$ cat src/rtl/sample_decim_ctrl_if.sv
`default_nettype none
// ---------------------------------------------------------------------------
// sample_decim_ctrl_if : control, sample and result signals of the decimator
// Rev 1.0
// ---------------------------------------------------------------------------
interface sample_decim_ctrl_if #(
  parameter int DATA_SIZE = 24
);
  logic                 enable;
  logic [2:0]           log2_factor;
  logic                 ready_i2s;
  logic [DATA_SIZE-1:0] audio_data_in;
  logic                 clear_status;
  logic                 out_ready;
  logic                 out_valid;
  logic [DATA_SIZE-1:0] audio_data_out;
  logic                 busy;
  logic                 overrun;
  logic [15:0]          overrun_count;

  modport master (
    output enable, log2_factor, ready_i2s, audio_data_in, clear_status, out_ready,
    input  out_valid, audio_data_out, busy, overrun, overrun_count
  );

  modport slave (
    input  enable, log2_factor, ready_i2s, audio_data_in, clear_status, out_ready,
    output out_valid, audio_data_out, busy, overrun, overrun_count
  );
endinterface
`default_nettype wire

$ cat src/rtl/sample_decim_ctrl.sv
`default_nettype none
// ---------------------------------------------------------------------------
// sample_decim_ctrl : block-average decimator (2^cfg samples -> 1) with
//                     valid/ready output and sticky overrun reporting
// Rev 1.0
// ---------------------------------------------------------------------------
module sample_decim_ctrl #(
  parameter int DATA_SIZE = 24,
  parameter int MAX_LOG2  = 4
) (
  input  wire logic          clk,
  input  wire logic          rst,
  sample_decim_ctrl_if.slave bus
);
  localparam int ACC_W = DATA_SIZE + MAX_LOG2;
  localparam int CNT_W = MAX_LOG2;
  localparam logic [2:0] c_max_cfg = 3'(MAX_LOG2);

  typedef enum logic [0:0] {S_IDLE = 1'b0, S_RUN = 1'b1} state_t;

  state_t                 r_state;
  logic [2:0]             r_cfg;
  logic signed [ACC_W-1:0] r_acc;
  logic [CNT_W-1:0]       r_cnt;
  logic                   r_out_valid;
  logic [DATA_SIZE-1:0]   r_out_data;
  logic                   r_busy;
  logic                   r_overrun;
  logic [15:0]            r_ovr_cnt;

  logic [CNT_W-1:0]        w_cnt_max;
  logic signed [ACC_W-1:0] w_sum;
  logic signed [ACC_W-1:0] w_shift;
  logic                    w_strobe;
  logic                    w_load;
  logic                    w_xfer;
  logic                    w_ovr;

  always_comb begin
    w_cnt_max = ~({CNT_W{1'b1}} << r_cfg);
    w_sum     = r_acc + {{MAX_LOG2{bus.audio_data_in[DATA_SIZE-1]}}, bus.audio_data_in};
    w_shift   = w_sum >>> r_cfg;
    w_strobe  = (r_state == S_RUN) && bus.enable && bus.ready_i2s;
    w_load    = w_strobe && (r_cnt == w_cnt_max);
    w_xfer    = r_out_valid && bus.out_ready;
    // A load racing a transfer replaces an accepted result, so it is not an overrun.
    w_ovr     = w_load && r_out_valid && !bus.out_ready;
  end

  always_ff @(posedge clk or posedge rst) begin
    if (rst) begin
      r_state     <= S_IDLE;
      r_cfg       <= 3'd0;
      r_acc       <= '0;
      r_cnt       <= '0;
      r_out_valid <= 1'b0;
      r_out_data  <= '0;
      r_busy      <= 1'b0;
      r_overrun   <= 1'b0;
      r_ovr_cnt   <= 16'd0;
    end else begin
      case (r_state)
        S_IDLE: begin
          if (bus.enable) begin
            r_state <= S_RUN;
            r_busy  <= 1'b1;
            r_cfg   <= (bus.log2_factor > c_max_cfg) ? c_max_cfg : bus.log2_factor;
            r_acc   <= '0;
            r_cnt   <= '0;
          end
        end
        S_RUN: begin
          if (!bus.enable) begin
            r_state <= S_IDLE;
            r_busy  <= 1'b0;
            r_acc   <= '0;
            r_cnt   <= '0;
          end else if (bus.ready_i2s) begin
            if (w_load) begin
              r_acc <= '0;
              r_cnt <= '0;
            end else begin
              r_acc <= w_sum;
              r_cnt <= r_cnt + CNT_W'(1);
            end
          end
        end
        default: begin
          r_state <= S_IDLE;
          r_busy  <= 1'b0;
        end
      endcase

      if (w_load) begin
        r_out_valid <= 1'b1;
        r_out_data  <= w_shift[DATA_SIZE-1:0];
      end else if (w_xfer) begin
        r_out_valid <= 1'b0;
      end

      if (bus.clear_status) begin
        r_overrun <= w_ovr;
        r_ovr_cnt <= w_ovr ? 16'd1 : 16'd0;
      end else if (w_ovr) begin
        r_overrun <= 1'b1;
        if (r_ovr_cnt != 16'hFFFF) r_ovr_cnt <= r_ovr_cnt + 16'd1;
      end
    end
  end

  assign bus.out_valid      = r_out_valid;
  assign bus.audio_data_out = r_out_data;
  assign bus.busy           = r_busy;
  assign bus.overrun        = r_overrun;
  assign bus.overrun_count  = r_ovr_cnt;
endmodule
`default_nettype wire
$ cat src/flat_wrapper.sv
// flat-port wrapper written by rule: the top's interface ports become plain ports
module sample_decim_ctrl_flat 
#(
  parameter int DATA_SIZE = 24,
  parameter int MAX_LOG2  = 4
)
  (clk, rst, bus_enable, bus_log2_factor, bus_ready_i2s, bus_audio_data_in, bus_clear_status, bus_out_ready, bus_out_valid, bus_audio_data_out, bus_busy, bus_overrun, bus_overrun_count);
  sample_decim_ctrl_if #(.DATA_SIZE(DATA_SIZE)) bus_i ();
  input  wire logic clk;
  input  wire logic rst;
  input wire logic [$bits(bus_i.enable)-1:0] bus_enable;
  input wire logic [$bits(bus_i.log2_factor)-1:0] bus_log2_factor;
  input wire logic [$bits(bus_i.ready_i2s)-1:0] bus_ready_i2s;
  input wire logic [$bits(bus_i.audio_data_in)-1:0] bus_audio_data_in;
  input wire logic [$bits(bus_i.clear_status)-1:0] bus_clear_status;
  input wire logic [$bits(bus_i.out_ready)-1:0] bus_out_ready;
  output wire logic [$bits(bus_i.out_valid)-1:0] bus_out_valid;
  output wire logic [$bits(bus_i.audio_data_out)-1:0] bus_audio_data_out;
  output wire logic [$bits(bus_i.busy)-1:0] bus_busy;
  output wire logic [$bits(bus_i.overrun)-1:0] bus_overrun;
  output wire logic [$bits(bus_i.overrun_count)-1:0] bus_overrun_count;
  assign bus_i.enable = bus_enable;
  assign bus_i.log2_factor = bus_log2_factor;
  assign bus_i.ready_i2s = bus_ready_i2s;
  assign bus_i.audio_data_in = bus_audio_data_in;
  assign bus_i.clear_status = bus_clear_status;
  assign bus_i.out_ready = bus_out_ready;
  assign bus_out_valid = bus_i.out_valid;
  assign bus_audio_data_out = bus_i.audio_data_out;
  assign bus_busy = bus_i.busy;
  assign bus_overrun = bus_i.overrun;
  assign bus_overrun_count = bus_i.overrun_count;
  sample_decim_ctrl #(.DATA_SIZE(DATA_SIZE), .MAX_LOG2(MAX_LOG2)) u_core (.clk(clk), .rst(rst), .bus(bus_i));
endmodule
$ cat config.mk
export PLATFORM = sky130hd
export DESIGN_NAME = sample_decim_ctrl_flat
export DESIGN_NICKNAME = d
export VERILOG_FILES = /design/src/rtl/sample_decim_ctrl_if.sv /design/src/rtl/sample_decim_ctrl.sv /design/src/flat_wrapper.sv
export SDC_FILE = /design/constraint.sdc
export NUM_CORES = 1
export LEC_CHECK = 0
export CORE_MARGIN = 2
export CORE_UTILIZATION = 53
export CTS_CLUSTER_DIAMETER = 150
export DETAILED_ROUTE_END_ITERATION = 10
export GPL_ROUTABILITY_DRIVEN = 0
export PLACE_DENSITY_LB_ADDON = 0.25
export SLEW_MARGIN = 10
export SYNTH_ARGS = -nofsm -noshare
export SYNTH_HDL_FRONTEND = slang
export SYNTH_SLANG_ARGS = --single-unit
$ cat constraint.sdc
create_clock -name clk -period 5.3 [get_ports clk]
set_input_delay 1.06 -clock clk [delete_from_list [all_inputs] [get_ports clk]]
set_output_delay 1.06 -clock clk [all_outputs]
set_load 0.01 [all_outputs]
==> results.yml, run 1 <==
run_status:
  status: "completed"
layout:
  drive_gt1_share_pct: 8.53
  stdcell_area_sq_um: 6750
  utilization_pct: 62.8
  syn_to_final_growth_pct: 17.1
  diodes: 0
  final_nets: 776
  fin_cells: 855
power_and_ir_drop:
  internal-power_uw: 1300
  switchingPower_uw: 776
  power_leakage_uw: 0.00287
  clkPwrFrac_pct: 20.3
  p_per_area_nw_per_um2: 307
  power_frac_comb_pct: 41.8
  ir_drop_mv: 0.218
  seq_power_share_pct: 37.9
  swShare_pct: 37.4
synth:
  syn_avg_cell_area_sq_um: 8.88
  synth_area_sq_um: 5760
  synth_top_cell_by_area: "dfrtp_1"
  async_reset_ff_share_pct: 100
  synth_area_leaders: "dfrtp_1 34%, ha_1 6.7%, nand2_1 6.4%, a21oi_1 4.9%, o21ai_0 4.7%"
  synth_edf_count: 0
  syn_nets: 714
  synth_xor_area_share_pct: 5.93
  synth_mux_area_share_pct: 7.82
  synth_simple_gate_area_share_pct: 16.3
  synth_top_family_by_area: "compound AO/OA/AOI/OAI gates"
  ys_types: 80
  ys_seq_area_share_pct: 34.3
  yosysTopAreaCellShare_pct: 34.3
  synthAdderAreaFrac_pct: 7.08
  ys_warn_count: 0
  synthFlopType: "dfrtp_1"
  netlist_instances: 649
  ys_ff_latch: 79
  synth_compound_area_share_pct: 24.5
place:
  portBuffers: 75
  preCtsSetupSlack_ns: 0.931
  dpl.cell_count: 840
  dp_hpwl_um: 11400
  place_area_sq_um: 6570
sta:
  hold_viol: 0
  period_needed_ns: 3.99
  fmax_ghz: 0.251
  slew_headroom_pct: 32.3
  fin_setup_tns_ns: 0
  finalCritPeriodShare_pct: 75.3
  setup_viol_count_final: 0
  maxSlewViolCount: 0
  rsz0062_at_grt: "no"
  skew_ns: 0.0101
  fin_ws_ns: 1.31
  tightest_slew_ns: 1.01
min_path:
  hold_path_class: "reg -> reg"
  hold_path_depth: 2
detailed_routing:
  routed_wl_um: 15300
  drc: 0
  drt_first_iter_violations: 461
  ant_nets: 0
  viasPerCell: 6.25
  dr.pass1.iters: 6
  routedWlPerCell_um: 17.9
  vias: 5341
global_routing:
  overflow: 0
  grt_util_met1_pct: 35.0
  grt_use_met3_pct: 2.89
  grt.total_usage_pct: 26.8
  grt_start_max_net_pins: 47
  grt_pass1_vias: 5036
  antenna_found_initial: 0
  top_usage_layer: "met2"
  grt_pass1_wl_um: 24800
  met2_usage_pct: 45.3
critical_path:
  critPathBufInv: 1
  worstPathArrival_ns: 4.25
  crit_family: "compound AO/OA/AOI/OAI gates"
  worstPathMaxFanout: 4
  required_ns: 5.56
  crit_chain: "clkdlybuf4s50_1 > ha_1 > fa_1 > a211oi_2 > o211ai_1 > nand3_1 > nand2_1 > o311ai_2 > o21ai_1 > mux4_2 > mux2_4"
  reg2reg_depth: 10
  cp_slowest_cell: "mux4_2"
  crit_type: "in -> reg"
  critPathLaunchType: "input port"
  path_depth: 11
  max_stage_delay_ns: 0.47
  end_kind: "flip-flop"
clock_tree:
  cts_setup_buffers: 0
  worstSkewPairLatency_ns: 0.37
  clkSinkCount: 79
  clk_pin_slew_worst_paths_ns: 0.09
  cts_resized: 0
  cts-root-buf: "clkbuf_8"
  cts.htree.levels: 3
  cts-buffers-inserted: 9
  cts_tree: "built"
  ctsHoldBuffers: 0
  cts_buffer_depth: 2
job:
  drv_cap: 0
floorplan:
  die_h_um: 108
  core_area_sq_um: 10700
  start_util_pct: 53.6
  boundaryPins: 76
  die_w_um: 108
  die_area_sq_um: 11700
  rows: 38
[path summary, 6_finish.rpt]
kind | from | endpoint | slack (ns)
worst max-delay path | bus_audio_data_in[0] | u_core.bus.audio_data_out[13] | 1.31
worst min-delay path | u_core.bus.audio_data_out[11] | u_core.bus.audio_data_out[11] | 0.49
worst max register to register | u_core.r_acc[2] | u_core.bus.audio_data_out[21] | 2.01
worst min register to register | u_core.bus.audio_data_out[11] | u_core.bus.audio_data_out[11] | 0.49
max in group asynchronous | rst | u_core.bus.busy | 3.03
min in group asynchronous | rst | u_core.bus.overrun_count[2] | 1.26
[through the flow]
stage	hold WS (ns)	power [uW]
2_1_floorplan	0.454	1310
3_3_place_gp	0.455	1630
3_5_place_dp	0.468	1660
4_1_cts	0.487	2080
5_1_grt	0.506	2190
6_report	0.486	2070
[area by class of cell]
cell class	count	area, sq um
Clock buffer	10	138
Clock inverter	5	35.0
Fill cell	950	4000
Inverter	18	67.6
Multi-Input combinational cell	522	3560
Sequential cell	79	1980
Tap cell	140	175
Timing Repair Buffer	81	796
[tightest hold or removal path: cells and delay by family (launching register included)]
family,cells,cell delay [ns]
flops,1,0.35
simple gates,2,0.11
[cell usage in the layout, fill, tap and decap left out, types with 3 or more instances in the layout]
| master | instances |
|---|---|
| nand2_1 | 98 |
| dfrtp_1 | 79 |
| clkdlybuf4s50_1 | 75 |
| a21oi_1 | 56 |
| o21ai_0 | 54 |
| nor2_1 | 50 |
| ha_1 | 31 |
| xor2_1 | 28 |
| mux2i_1 | 21 |
| a22o_1 | 17 |
| inv_1 | 15 |
| o211ai_1 | 15 |
| nand4_1 | 12 |
| nand3_1 | 11 |
| xnor2_1 | 11 |
| clkbuf_8 | 10 |
| mux4_2 | 8 |
| o21a_1 | 6 |
| o221ai_1 | 6 |
| buf_4 | 6 |
| nand2b_1 | 5 |
| a21o_1 | 5 |
| a22oi_1 | 5 |
| or3_1 | 4 |
| mux2_2 | 4 |
| nor3_1 | 4 |
| o21ai_2 | 3 |
| and3_1 | 3 |
| a211oi_2 | 3 |
| a31oi_1 | 3 |
| a222oi_1 | 3 |
[sequential cells by signal, indices dropped and copies added (netlist names)]
register,cells
u_core.r_state,1
u_core.bus.busy,1
u_core.bus.overrun_count,16
u_core.bus.out_valid,1
u_core.bus.audio_data_out,24
u_core.r_acc,28
u_core.r_cfg,3
u_core.bus.overrun,1
u_core.r_cnt,4
[power by group through the flow]
| stage | Sequential (uW) | Combinational [uW] | Clock [uW] |
|---|---|---|---|
| 6_report | 786 | 866 | 422 |
| 3_3_place_gp | 794 | 841 | 0 |
| 3_5_place_dp | 798 | 860 | 0 |
| 4_1_cts | 786 | 864 | 426 |
| 2_1_floorplan | 818 | 489 | 0 |
| 5_1_grt | 801 | 942 | 452 |
[kinds of logic (layout without fill, tap and decap cells)]
| group | Yosys count | in the layout |
|---|---|---|
| buf+inv | 48 | 114 |
| mux | 34 | 34 |
| flops | 79 | 79 |
| simple gates | 206 | 206 |
| xor+xnor | 39 | 39 |
| compound gates | 211 | 211 |
| fa+ha+maj | 32 | 32 |
[routing by layer]
layer / routed length [um] / up-vias
met1: 6600 / 2579
met5: 0 / -
li1: - / 2515
met4: 347 / 0
met2: 7510 / 213
met3: 817 / 34
[synthesized netlist by cell type, types with 4 or more instances]
cell type	n
mux2_2	4
o21a_1	6
clkbuf_1	21
dfrtp_1	79
o21ai_0	54
o221ai_1	6
nand4_1	12
mux2i_1	21
xor2_1	28
ha_1	31
o211ai_1	15
nor2_1	50
a22oi_1	5
inv_1	16
nand2b_1	5
mux4_2	8
a21o_1	5
or3_1	4
xnor2_1	11
nor3_1	4
a22o_1	17
nand3_1	11
nand2_1	98
a21oi_1	56
Note: power is estimated with default switching activity, not from simulation.
==> run 2, diff against run 1 <==
==> constraint.sdc (replaced) <==
create_clock -name clk -period 3.7 [get_ports clk]
set_input_delay 0.74 -clock clk [delete_from_list [all_inputs] [get_ports clk]]
set_output_delay 0.74 -clock clk [all_outputs]
set_load 0.01 [all_outputs]
==> results.yml, run 2 (same netlist as run 1, synthesis figures left out) <==
sta:
  tightest_slew_ns: 0.689
  slew_headroom_pct: 54.0
  fin_setup_tns_ns: 0
  hold_viol: 0
  rsz0062_at_grt: "no"
  fin_ws_ns: 0.196
  period_needed_ns: 3.50
  maxSlewViolCount: 0
  fmax_ghz: 0.285
  skew_ns: 0.00759
  setup_viol_count_final: 0
  finalCritPeriodShare_pct: 94.7
floorplan:
  start_util_pct: 53.6
  rows: 38
  core_area_sq_um: 10700
  die_area_sq_um: 11700
  die_h_um: 108
  die_w_um: 108
  boundaryPins: 76
detailed_routing:
  routedWlPerCell_um: 17.4
  vias: 5428
  routed_wl_um: 15500
  drt_first_iter_violations: 406
  drc: 0
  viasPerCell: 6.09
  dr.pass1.iters: 5
  ant_nets: 0
layout:
  syn_to_final_growth_pct: 21.9
  stdcell_area_sq_um: 7030
  largest_reg_flops: 28
  drive_gt1_share_pct: 12.9
  regMostFlops: "u_core.r_acc"
  multi_input_area_sq_um: 3570
  layout_common_cells: "98 x nand2_1, 79 x dfrtp_1, 75 x clkdlybuf4s50_1"
  utilization_pct: 65.4
  final_nets: 811
  fillCellCount: 930
  diodes: 0
  seq_area_sq_um: 1980
  layout_commonest_cell: "nand2_1"
  fin_cells: 891
global_routing:
  overflow: 0
  antenna_found_initial: 0
  grt_pass1_vias: 5313
  grt.total_usage_pct: 27.9
  grt_start_max_net_pins: 80
  grt_pass1_wl_um: 25800
critical_path:
  worstPathArrival_ns: 3.76
  worstPathMaxFanout: 4
  reg2reg_depth: 11
  crit_type: "in -> reg"
  timing.rr.start: "u_core.r_acc[0]"
  end_kind: "flip-flop"
  required_ns: 3.96
  critPathLaunchType: "input port"
  regToRegEndpoint: "u_core.bus.audio_data_out[13]"
  ff2ff_setup_slack_ns: 0.60
power_and_ir_drop:
  seq_power_share_pct: 37.1
  ir_drop_mv: 0.272
  power_leakage_uw: 0.00303
  clkPwrFrac_pct: 19.4
  power_frac_comb_pct: 43.5
  switchingPower_uw: 1130
  swShare_pct: 37.2
  internal-power_uw: 1910
  p_per_area_nw_per_um2: 432
clock_tree:
  cts-root-buf: "clkbuf_8"
  cts-buffers-inserted: 9
  cts_buffer_depth: 2
  cts.htree.levels: 3
  ctsHoldBuffers: 0
  worstSkewPairLatency_ns: 0.37
  clkSinkCount: 79
  cts_setup_buffers: 0
  cts_resized: 0
  clk_pin_slew_worst_paths_ns: 0.08
  cts_tree: "built"
place:
  preCtsSetupSlack_ns: -0.194
  place_area_sq_um: 6850
  dp_hpwl_um: 11700
  dpl.cell_count: 875
  portBuffers: 75
run_status:
  status: "completed"
job:
  drv_cap: 0
min_path:
  min_to: "u_core.bus.audio_data_out[11]"
  hold_path_class: "reg -> reg"
  hold_path_depth: 2
  min_from: "u_core.bus.audio_data_out[11]"
run 2: power by group through the flow:
stage / combinational (uW) / clock [uW] / sequential, uW
6_report: 1320 / 589 / 1130
5_1_grt: 1440 / 637 / 1150
4_1_cts: 1310 / 595 / 1130
3_5_place_dp: 1300 / 0 / 1140
3_3_place_gp: 1270 / 0 / 1140
2_1_floorplan: 700 / 0 / 1170
run 2: worst max path at each step:
stage / cells after the start / endpoint / slack [ns] / from
final: 12 / u_core.bus.audio_data_out[13] / 0.20 / bus_audio_data_in[0]
after global routing: 12 / u_core.bus.audio_data_out[13] / 0.009 / bus_audio_data_in[0]
after CTS: 12 / u_core.bus.audio_data_out[15] / 0.18 / bus_audio_data_in[0]
after detailed placement: 12 / u_core.bus.audio_data_out[15] / -0.19 / bus_audio_data_in[0]
after global placement: 12 / u_core.bus.audio_data_out[13] / -0.08 / bus_audio_data_in[0]
after floorplan: 11 / u_core.bus.audio_data_out[13] / 0.39 / bus_audio_data_in[0]
run 2: per-stage QoR:
step / power [uW] / hold slack (ns)
5_1_grt: 3220 / 0.531
3_5_place_dp: 2450 / 0.463
4_1_cts: 3030 / 0.483
6_report: 3040 / 0.476
2_1_floorplan: 1870 / 0.454
3_3_place_gp: 2410 / 0.456
run 2: layer usage:
metal	vias up	share of wire (%)	global-route usage (%)
li1	2580	-	-
met5	-	0	0
met3	25	4.7	3.86
met2	170	50	47.2
met4	0	1.8	9.71
met1	2653	44	36.7
run 2: critical path, cell delays in order:
cell and delay, ns:
clkdlybuf4s50_1 0.41, ha_1 0.22, fa_1 0.41, a211oi_2 0.23
o211ai_1 0.21, a21boi_1 0.23, o21ai_0 0.14, xor2_1 0.18
mux2i_2 0.23, inv_1 0.06, mux4_2 0.44, mux2_4 0.26
run 2: cell type report:
class                           instances  share of cell area, %
Timing Repair Buffer                  116                   15.2
Tap cell                              140                   2.49
Multi-Input combinational cell        522                   50.8
Clock buffer                           11                   1.87
Inverter                               18                  0.962
Sequential cell                        79                   28.1
Clock inverter                          5                  0.481
==> run 3, diff against run 2 <==
--- a/config.mk
+++ b/config.mk
@@ -11,6 +11,7 @@
 export DETAILED_ROUTE_END_ITERATION = 10
 export GPL_ROUTABILITY_DRIVEN = 0
 export PLACE_DENSITY_LB_ADDON = 0.25
+export RECOVER_POWER = 50
 export SLEW_MARGIN = 10
 export SYNTH_ARGS = -nofsm -noshare
 export SYNTH_HDL_FRONTEND = slang
==> results.yml, run 3 (same netlist as run 1, synthesis figures left out) <==
run_status:
  status: "finished, violations left"
  violations: "capacitance limit, slew limit"
clock_tree:
  cts_tree: "built"
  worstSkewPairLatency_ns: 0.37
  cts-root-buf: "clkbuf_8"
  cts_setup_buffers: 0
  ctsHoldBuffers: 0
  cts.htree.levels: 3
  clk_pin_slew_worst_paths_ns: 0.08
  clkSinkCount: 79
  cts-buffers-inserted: 9
  cts_buffer_depth: 2
job:
  drv_cap: 1
detailed_routing:
  routed_wl_um: 15500
  viasPerCell: 6.08
  dr.pass1.iters: 5
  drc: 0
  routedWlPerCell_um: 17.4
  drt_first_iter_violations: 412
  ant_nets: 0
  vias: 5414
place:
  dp_hpwl_um: 11700
  portBuffers: 75
sta:
  finalCritPeriodShare_pct: 94.8
  rsz0062_at_grt: "no"
  period_needed_ns: 3.51
  maxSlewViolCount: 80
  slew_headroom_pct: -33.6
  fmax_ghz: 0.285
  hold_viol: 0
  skew_ns: 0.00755
  tightest_slew_ns: 2.00
  fin_setup_tns_ns: 0
  setup_viol_count_final: 0
layout:
  fillCellCount: 932
  drive_gt1_share_pct: 12.8
  syn_to_final_growth_pct: 21.7
  layout_common_cells: "98 x nand2_1, 79 x dfrtp_1, 57 x clkdlybuf4s50_1"
  diodes: 0
  layout_commonest_cell: "nand2_1"
  largest_reg_flops: 28
  regMostFlops: "u_core.r_acc"
  final_nets: 811
power_and_ir_drop:
  ir_drop_mv: 0.260
  power_leakage_uw: 0.00305
  p_per_area_nw_per_um2: 428
  power_uw: 3000
min_path:
  min_from: "u_core.bus.audio_data_out[11]"
  min_to: "u_core.bus.audio_data_out[11]"
  hold_path_class: "reg -> reg"
  hold_path_depth: 2
global_routing:
  grt_pass1_wl_um: 25800
  antenna_found_initial: 0
  grt_start_max_net_pins: 80
  overflow: 0
  grt.total_usage_pct: 27.9
  grt_pass1_vias: 5313
critical_path:
  reg2reg_depth: 11
  worstPathMaxFanout: 4
  end_kind: "flip-flop"
  regToRegEndpoint: "u_core.bus.audio_data_out[13]"
  timing.rr.start: "u_core.r_acc[0]"
  critPathLaunchType: "input port"
  worstPathArrival_ns: 3.77
  ff2ff_setup_slack_ns: 0.60
  crit_type: "in -> reg"
  required_ns: 3.96
floorplan:
  start_util_pct: 53.6
  core_area_sq_um: 10700
  die_w_um: 108
  boundaryPins: 76
  rows: 38
  die_area_sq_um: 11700
  die_h_um: 108
## run 3: power breakdown
group | leakage, uW | switching, uW | internal (uW) | total (uW)
logic | 0.00192 | 674 | 613 | 1290
registers | 0.00105 | 106 | 1020 | 1120
clock network | 0.0000797 | 344 | 244 | 588
total | 0.00305 | 1120 | 1880 | 3000
## run 3: how the worst max path moves through the flow
stage                                     from                             to  slack, ns  cells past startpoint
after detailed placement  bus_audio_data_in[0]  u_core.bus.audio_data_out[15]      -0.19                     12
after global placement    bus_audio_data_in[0]  u_core.bus.audio_data_out[13]      -0.08                     12
after global routing      bus_audio_data_in[0]  u_core.bus.audio_data_out[13]      0.009                     12
after CTS                 bus_audio_data_in[0]  u_core.bus.audio_data_out[15]       0.18                     12
final                     bus_audio_data_in[0]  u_core.bus.audio_data_out[13]       0.19                     12
after floorplan           bus_audio_data_in[0]  u_core.bus.audio_data_out[13]       0.39                     11
## run 3: per-stage QoR
| step | instances | util (%) | setup WS, ns | cell area (sq um) | hold slack, ns |
|---|---|---|---|---|---|
| finish | 891 | 65.2 | 0.193 | 7010 | 0.477 |
| global route | 891 | 65.2 | 0.00905 | 7010 | 0.531 |
| CTS | 891 | 65.3 | 0.182 | 7010 | 0.483 |
| detailed placement | 875 | 63.7 | -0.194 | 6850 | 0.463 |
| global placement | 875 | 63.7 | -0.0788 | 6850 | 0.456 |
| floorplan | 649 | - | 0.392 | 5760 | 0.454 |
## run 3: what timing repair did
| action | in CTS | in global routing |
|---|---|---|
| gates resized for setup | 0 | 2 |
| hold endpoints to repair | 0 | 0 |
| setup endpoints to repair | 0 | 2 |
## run 3: worst max-delay path: stages
cell and delay [ns]:
clkdlybuf4s50_1 0.41, ha_1 0.22, fa_1 0.41, a211oi_2 0.23, o211ai_1 0.21, a21boi_1 0.23, o21ai_0 0.14, xor2_1 0.18
mux2i_2 0.23, inv_1 0.06, mux4_2 0.44, mux2_4 0.26
## run 3: per-layer routing
metal	wire length, um	GRT usage, %	vias to the layer above
li1	-	-	2578
met1	6800	36.7	2652
met2	7770	47.2	159
met3	674	3.86	25
met4	280	9.71	0
met5	0	0	-
## run 3: final cells by class
class / count / area, sq um / share of cell area, %
inverter: 18 / 67.6 / 0.964
timing repair buffer: 116 / 1060 / 15.1
multi-input combinational: 522 / 3570 / 50.9
tap: 140 / 175 / 2.50
clock buffer: 11 / 131 / 1.87
clock inverter: 5 / 33.8 / 0.482
sequential: 79 / 1980 / 28.2
